--- config.mk ---
export PLATFORM = sky130hd
export DESIGN_NAME = ssd_scanner
export DESIGN_NICKNAME = d
export VERILOG_FILES = /design/src/rtl/ssd_scanner.sv
export SDC_FILE = /design/constraint.sdc
export NUM_CORES = 1
export LEC_CHECK = 0
export CAP_MARGIN = 15
export CORE_MARGIN = 2
export CORE_UTILIZATION = 43
export DETAILED_ROUTE_END_ITERATION = 12
export GPL_TIMING_DRIVEN = 0
export HOLD_SLACK_MARGIN = 0.02
export PLACE_DENSITY = 0.78
export SETUP_SLACK_MARGIN = 0.15
export SLEW_MARGIN = 30
export SYNTH_ARGS = -nofsm -noshare
export SYNTH_HDL_FRONTEND = slang
export SYNTH_SLANG_ARGS = --single-unit
--- constraint.sdc ---
create_clock -name clk_i -period 5.5 [get_ports clk_i]
set_input_delay 1.1 -clock clk_i [delete_from_list [all_inputs] [get_ports clk_i]]
set_output_delay 1.1 -clock clk_i [all_outputs]
set_load 0.01 [all_outputs]
--- src/rtl/ssd_scanner.sv ---
// Common-anode 4-digit seven-segment scanner: time-multiplexes four hex digits
// onto active-low anode/cathode pins. Optional macro: SSD_GHOST_BLANK_EN.
module ssd_scanner #(
  parameter int SCAN_DIV = 100000
) (
  input  logic       clk_i,
  input  logic       rst_ni,
  input  logic       digit0_en_i,
  input  logic       digit1_en_i,
  input  logic       digit2_en_i,
  input  logic       digit3_en_i,
  input  logic [3:0] digit0_i,
  input  logic [3:0] digit1_i,
  input  logic [3:0] digit2_i,
  input  logic [3:0] digit3_i,
  output logic [3:0] anode_o,
  output logic [6:0] segments_o
);

  localparam int DIV_W = (SCAN_DIV > 1) ? $clog2(SCAN_DIV) : 1;
  localparam logic [DIV_W-1:0] DIV_LAST = DIV_W'(SCAN_DIV - 1);

  logic [DIV_W-1:0] div_q, div_d;
  logic [1:0]       sel_q, sel_d;
  logic [3:0]       anode_q, anode_d;
  logic [6:0]       seg_q, seg_d;
  logic             slot_end;
  logic             cur_en;
  logic [3:0]       cur_val;
  logic [3:0]       cur_onehot;

  // Active-low hex font, bit order {g,f,e,d,c,b,a}.
  function automatic logic [6:0] hex_decode(input logic [3:0] v);
    logic [6:0] s;
    case (v)
      4'h0:    s = 7'h40;
      4'h1:    s = 7'h79;
      4'h2:    s = 7'h24;
      4'h3:    s = 7'h30;
      4'h4:    s = 7'h19;
      4'h5:    s = 7'h12;
      4'h6:    s = 7'h02;
      4'h7:    s = 7'h78;
      4'h8:    s = 7'h00;
      4'h9:    s = 7'h10;
      4'hA:    s = 7'h08;
      4'hB:    s = 7'h03;
      4'hC:    s = 7'h46;
      4'hD:    s = 7'h21;
      4'hE:    s = 7'h06;
      default: s = 7'h0E;
    endcase
    return s;
  endfunction

  // NOTE: every output of this block gets a default before any branch so no latch is inferred.
  always_comb begin
    slot_end = (div_q == DIV_LAST);
    div_d    = slot_end ? '0 : div_q + 1'b1;
    sel_d    = slot_end ? sel_q + 2'd1 : sel_q;

    cur_en  = digit0_en_i;
    cur_val = digit0_i;
    case (sel_q)
      2'd1: begin cur_en = digit1_en_i; cur_val = digit1_i; end
      2'd2: begin cur_en = digit2_en_i; cur_val = digit2_i; end
      2'd3: begin cur_en = digit3_en_i; cur_val = digit3_i; end
      default: begin cur_en = digit0_en_i; cur_val = digit0_i; end
    endcase

    cur_onehot = 4'b0001 << sel_q;
    anode_d    = cur_en ? ~cur_onehot : 4'b1111;
`ifdef SSD_GHOST_BLANK_EN
    // First cycle of each slot stays dark so the previous digit cannot ghost.
    if (div_q == '0) anode_d = 4'b1111;
`endif
    seg_d = hex_decode(cur_val);
  end

  // NOTE: state updates use non-blocking assignments; reset is synchronous and overrides the slot boundary.
  always_ff @(posedge clk_i) begin
    if (!rst_ni) begin
      div_q   <= '0;
      sel_q   <= 2'd0;
      anode_q <= 4'b1111;
      seg_q   <= 7'h7F;
    end else begin
      div_q   <= div_d;
      sel_q   <= sel_d;
      anode_q <= anode_d;
      seg_q   <= seg_d;
    end
  end

  assign anode_o    = anode_q;
  assign segments_o = seg_q;

endmodule

Word level (Yosys, flattened, before mapping)
Memories as Yosys holds them, arrays and structs flattened. A register that Yosys moved wholly into a read port is not among the register bits.
Index checks and enable logic that the tools add are counted.
W data, S select, Z words.
{"block": "word_totals", "elab_cells": 18, "n_memories": 1, "latchBits": 0, "register_bits": 23, "out_inout_bits": 11, "mem_bits_rw": 0, "mem_bits_ro": 112, "inputBits": 22}
{"block": "classes", "magnitude_cmp": 0, "reduce_logical": 3, "shifts": 1, "n_mul": 0, "n_eq_ne": 4, "n_addsub": 2, "n_mux": 2, "bitwise_logic": 2, "div_mod_pow": 0}
{"memory": "(name not given)", "depth": 16, "width": 7, "read_ports": 1, "rd_ports_with_merged_regs": 1, "write_ports": 0, "line_no": "35", "source": "case (v)"}
{"operator": "$add A17 B1 Y17 const B", "count": 1}
{"operator": "$eq A17 B17 Y1 const B", "count": 1}
{"operator": "$pmux W4 S3", "count": 1}
{"operator": "$eq A2 B2 Y1 const B", "count": 2}
{"operator": "$not A4 Y4", "count": 1}
{"operator": "$shl A1 B2 Y4 const A", "count": 1}
{"operator": "$pmux W1 S3", "count": 1}
{"operator": "$add A2 B1 Y2 const B", "count": 1}
{"operator": "$eq A2 B1 Y1 const B", "count": 1}
{"operator": "$reduce_and A2 Y1", "count": 1}
{"operator": "$reduce_or A2 Y1", "count": 1}
{"operator": "$logic_not A1 Y1", "count": 1}
{"operator": "$not A1 Y1", "count": 1}

Logic depth before layout (Yosys ltp)
{"block": "logic_depth", "depth_word": 3, "ltp_mapped": 9, "mapped_depth_nobuf": 9}

Worst setup path after synthesis
Ideal clock, no wire load.
{"block": "synth_path", "path_type": "input to register", "start": "input port digit3_i[0]", "end": "register seg_q[3] (netlist: segments_o[3])", "path_slack_ps": 2970, "t_arrival_ps": 2383, "setup_ps": 147, "required_ps": 5353, "cell_stages": 7, "path_cell_list": "a222oi_1 a21oi_1 inv_1 ha_1 a211oi_1 a2111oi_0 a41oi_1"}
{"block": "synth_between", "elab_chain_cells": 1}
{"element": "start, declared", "line_no": "15", "source": "input logic [3:0] digit3_i,"}
{"element": "$pmux W4 S3", "line_no": "64", "source": "case (sel_q)"}
{"element": "end, declared", "line_no": "26", "source": "logic [6:0] seg_q, seg_d;"}
Every way passes these cells.
A chain may end at the register's enable or synchronous reset.

Worst setup path in the final report
Ends and elaborated chain as after synthesis.

==> metrics <==
Initial DRC Count 95; iteration count of the initial detailed-routing pass 4; largest family of logic cells by synthesized area simple AND/OR/NAND/NOR gates; Die Span Y 64.0 um; final wirelength approximately 3.1 mm; Clock Tree Buf Depth 2; Synth Instances about 170; Post-Syn Nets between 200 and 250; dpl cells 244; fin cells about 250; Power Total about 400 uW; Final ANT Viol Nets 0; Synth Area per Inst ~9.3 um2; register area share after synthesis 0.388; CP required about 5.7 ns; slowest cell on the critical path clkdlybuf4s50_1; initial antenna violation count 0; Crit. End Element register; Sink Count 30; I/O Pins 33; crit-path cells clkdlybuf4s50_1, a222oi_1, a21oi_1, inv_1, ha_1, a211oi_1, a2111oi_0, a41oi_1; commonest cells after routing, fill and taps aside 31 x clkdlybuf4s50_1, 30 x dfxtp_1, 17 x nor2_1, 16 x nand2_1, 12 x ha_1; hold buffer count at cts 0; adder-cell area share of the yosys netlist 0.0971; Hold Fails Final Rpt 0; CP Launch Type input port; minimum clock period slightly below 3 ns; fraction of synthesized area in multiplexers 0.0558; Crit Path Max Fanout 5; final core utilization 0.578; vias in the first global route ~1300; gr usage total 0.175; Initial Util 0.456; slew margin rel. 0.640; CORE AREA about 3400 um2; gr ovfl total 0; full die area slightly above 4000 um2; Reg clk slew, reported paths 0.09 ns; Worst R2R Setup Slack approximately 3.0 ns; final worst slack 2.56 ns; Setup Buffers After CTS 0; Rows 21; mapped cell area between 1500 and 2000 um2; Ant. Diodes 0; Ys Warns 0; CTS buffer count 5; PD cells just over 200 nW/um2; post-synthesis xor/xnor area fraction 0.0793; post-synth cell types 40; share of cells above drive strength 1 0.0683; slowest stage delay, CP 0.45 ns; WL per Instance approximately 12 um; status finished clean; DP Wirelength approximately 2.3 mm; setup violators final 0; Port Buffer Count 31; CTS tree built; DR DRC count 0; Worst Hold Class register to register; Final GP Congestion ~0.76; Leakage roughly 0.00072 uW; worst slew pin tran 0.540 ns; Critical Path AT around 3.1 ns; DIE WIDTH around 64 um; largest net degree at the start of global routing 11; Gates resized, CTS repair 0; maximum vdd drop 128 uV; final setup TNS 0 ns; post-synthesis simple-gate area fraction 0.219; vias per inst between 5 and 6; clock skew roughly 0.0091 ns; critical path class input port to register; Max Cap Viol 0; most common cell after layout, fill and taps aside clkdlybuf4s50_1; pins over their slew limit 0; H-Tree Depth 2; post-synthesis compound-gate area fraction 0.128; RSZ-0062 raised after global routing false; clock latency at the later pin of the worst-skew pair about 0.32 ns; area grow syn2layout 26.7%; vias between 1000 and 1500; DP Worst Slack roughly 2.2 ns; register bit count reported by yosys 30; fmax approximately 340 MHz; final cycle utilization of the critical path 0.535; first-pass GRT wire length around 5.7 mm; Clk Tree Root Cell clkbuf_4; Final #Nets ~240
[cell families after synthesis]
kind of cell    count (synthesis)
fa+ha+maj                      12
buf+inv                        13
simple gates                   64
xor+xnor                       14
flops                          30
compound gates                 26
mux                             8
[final timing paths]
check              start             to  cells past startpoint
max          digit3_i[0]  segments_o[3]                      8
max reg2reg     sel_q[0]  segments_o[3]                      9
min reg2reg     div_q[0]       div_q[0]                      1
min             div_q[0]       div_q[0]                      1
[power breakdown]
group | internal, uW | switching, uW
combinational | 30.7 | 22.9
clock | 48.1 | 71.0
sequential | 224 | 3.24
[synthesized netlist by cell type (all sizes together)]
library cell  count  area share
dfxtp            30        0.39
nor2             17       0.041
nand2            16       0.039
ha               12       0.097
inv              11       0.027
xnor2            11       0.062
mux2i             6       0.041
nand3             6       0.026
a21oi             5       0.019
a222oi            5       0.032
nor4              5       0.020
nand4             4       0.016
nor3              4       0.013
o21ai             4       0.013
or3               3       0.015
xor2              3       0.017
a31oi             2      0.0081
and4              2       0.012
mux2              2       0.015
nor2b             2      0.0081
nor4bb            2       0.013
o221ai            2       0.011
a2111oi           1      0.0057
a211oi            1      0.0049
a21o              1      0.0049
a311oi            1      0.0057
a41oi             1      0.0057
and3              1      0.0040
buf               1      0.0032
clkbuf            1      0.0024
nor4b             1      0.0057
o211a             1      0.0065
o311ai            1      0.0057
o41ai             1      0.0057
or3b              1      0.0057
[registers in the layout, summed over array words and instances (netlist names)]
signal / cells
div_q: 17
sel_q: 2
segments_o: 7
anode_o: 4
[worst max-delay path, delay by kind of cell]
family / cells / cell delay (ns)
AOI/OAI and AO/OA: 5 / 1.07
adders and majority gates: 1 / 0.33
buffers and inverters: 2 / 0.62
[routing by layer]
layer  track usage  wire length (um)
met5             0                 0
met4        0.0707                58
met3        0.0704               232
met2         0.275              1410
met1         0.211              1410
[cell type report]
class | count | area [um2]
multi-input cells | 124 | 896
plain buffers | 2 | 8.76
repair buffers | 31 | 310
well taps | 46 | 57.6
inverters | 11 | 41.3
fillers | 288 | 1430
clock buffers | 7 | 45.0
flip-flops and latches | 30 | 601
[per-stage QoR]
stage          hold slack (ns)  instance area (um2)
2_1_floorplan            0.430                 1550
3_3_place_gp             0.443                 1910
3_5_place_dp             0.464                 1910
4_1_cts                  0.484                 1960
5_1_grt                  0.520                 1960
6_report                 0.477                 1960
No activity file was read; power rests on OpenSTA's default activity.
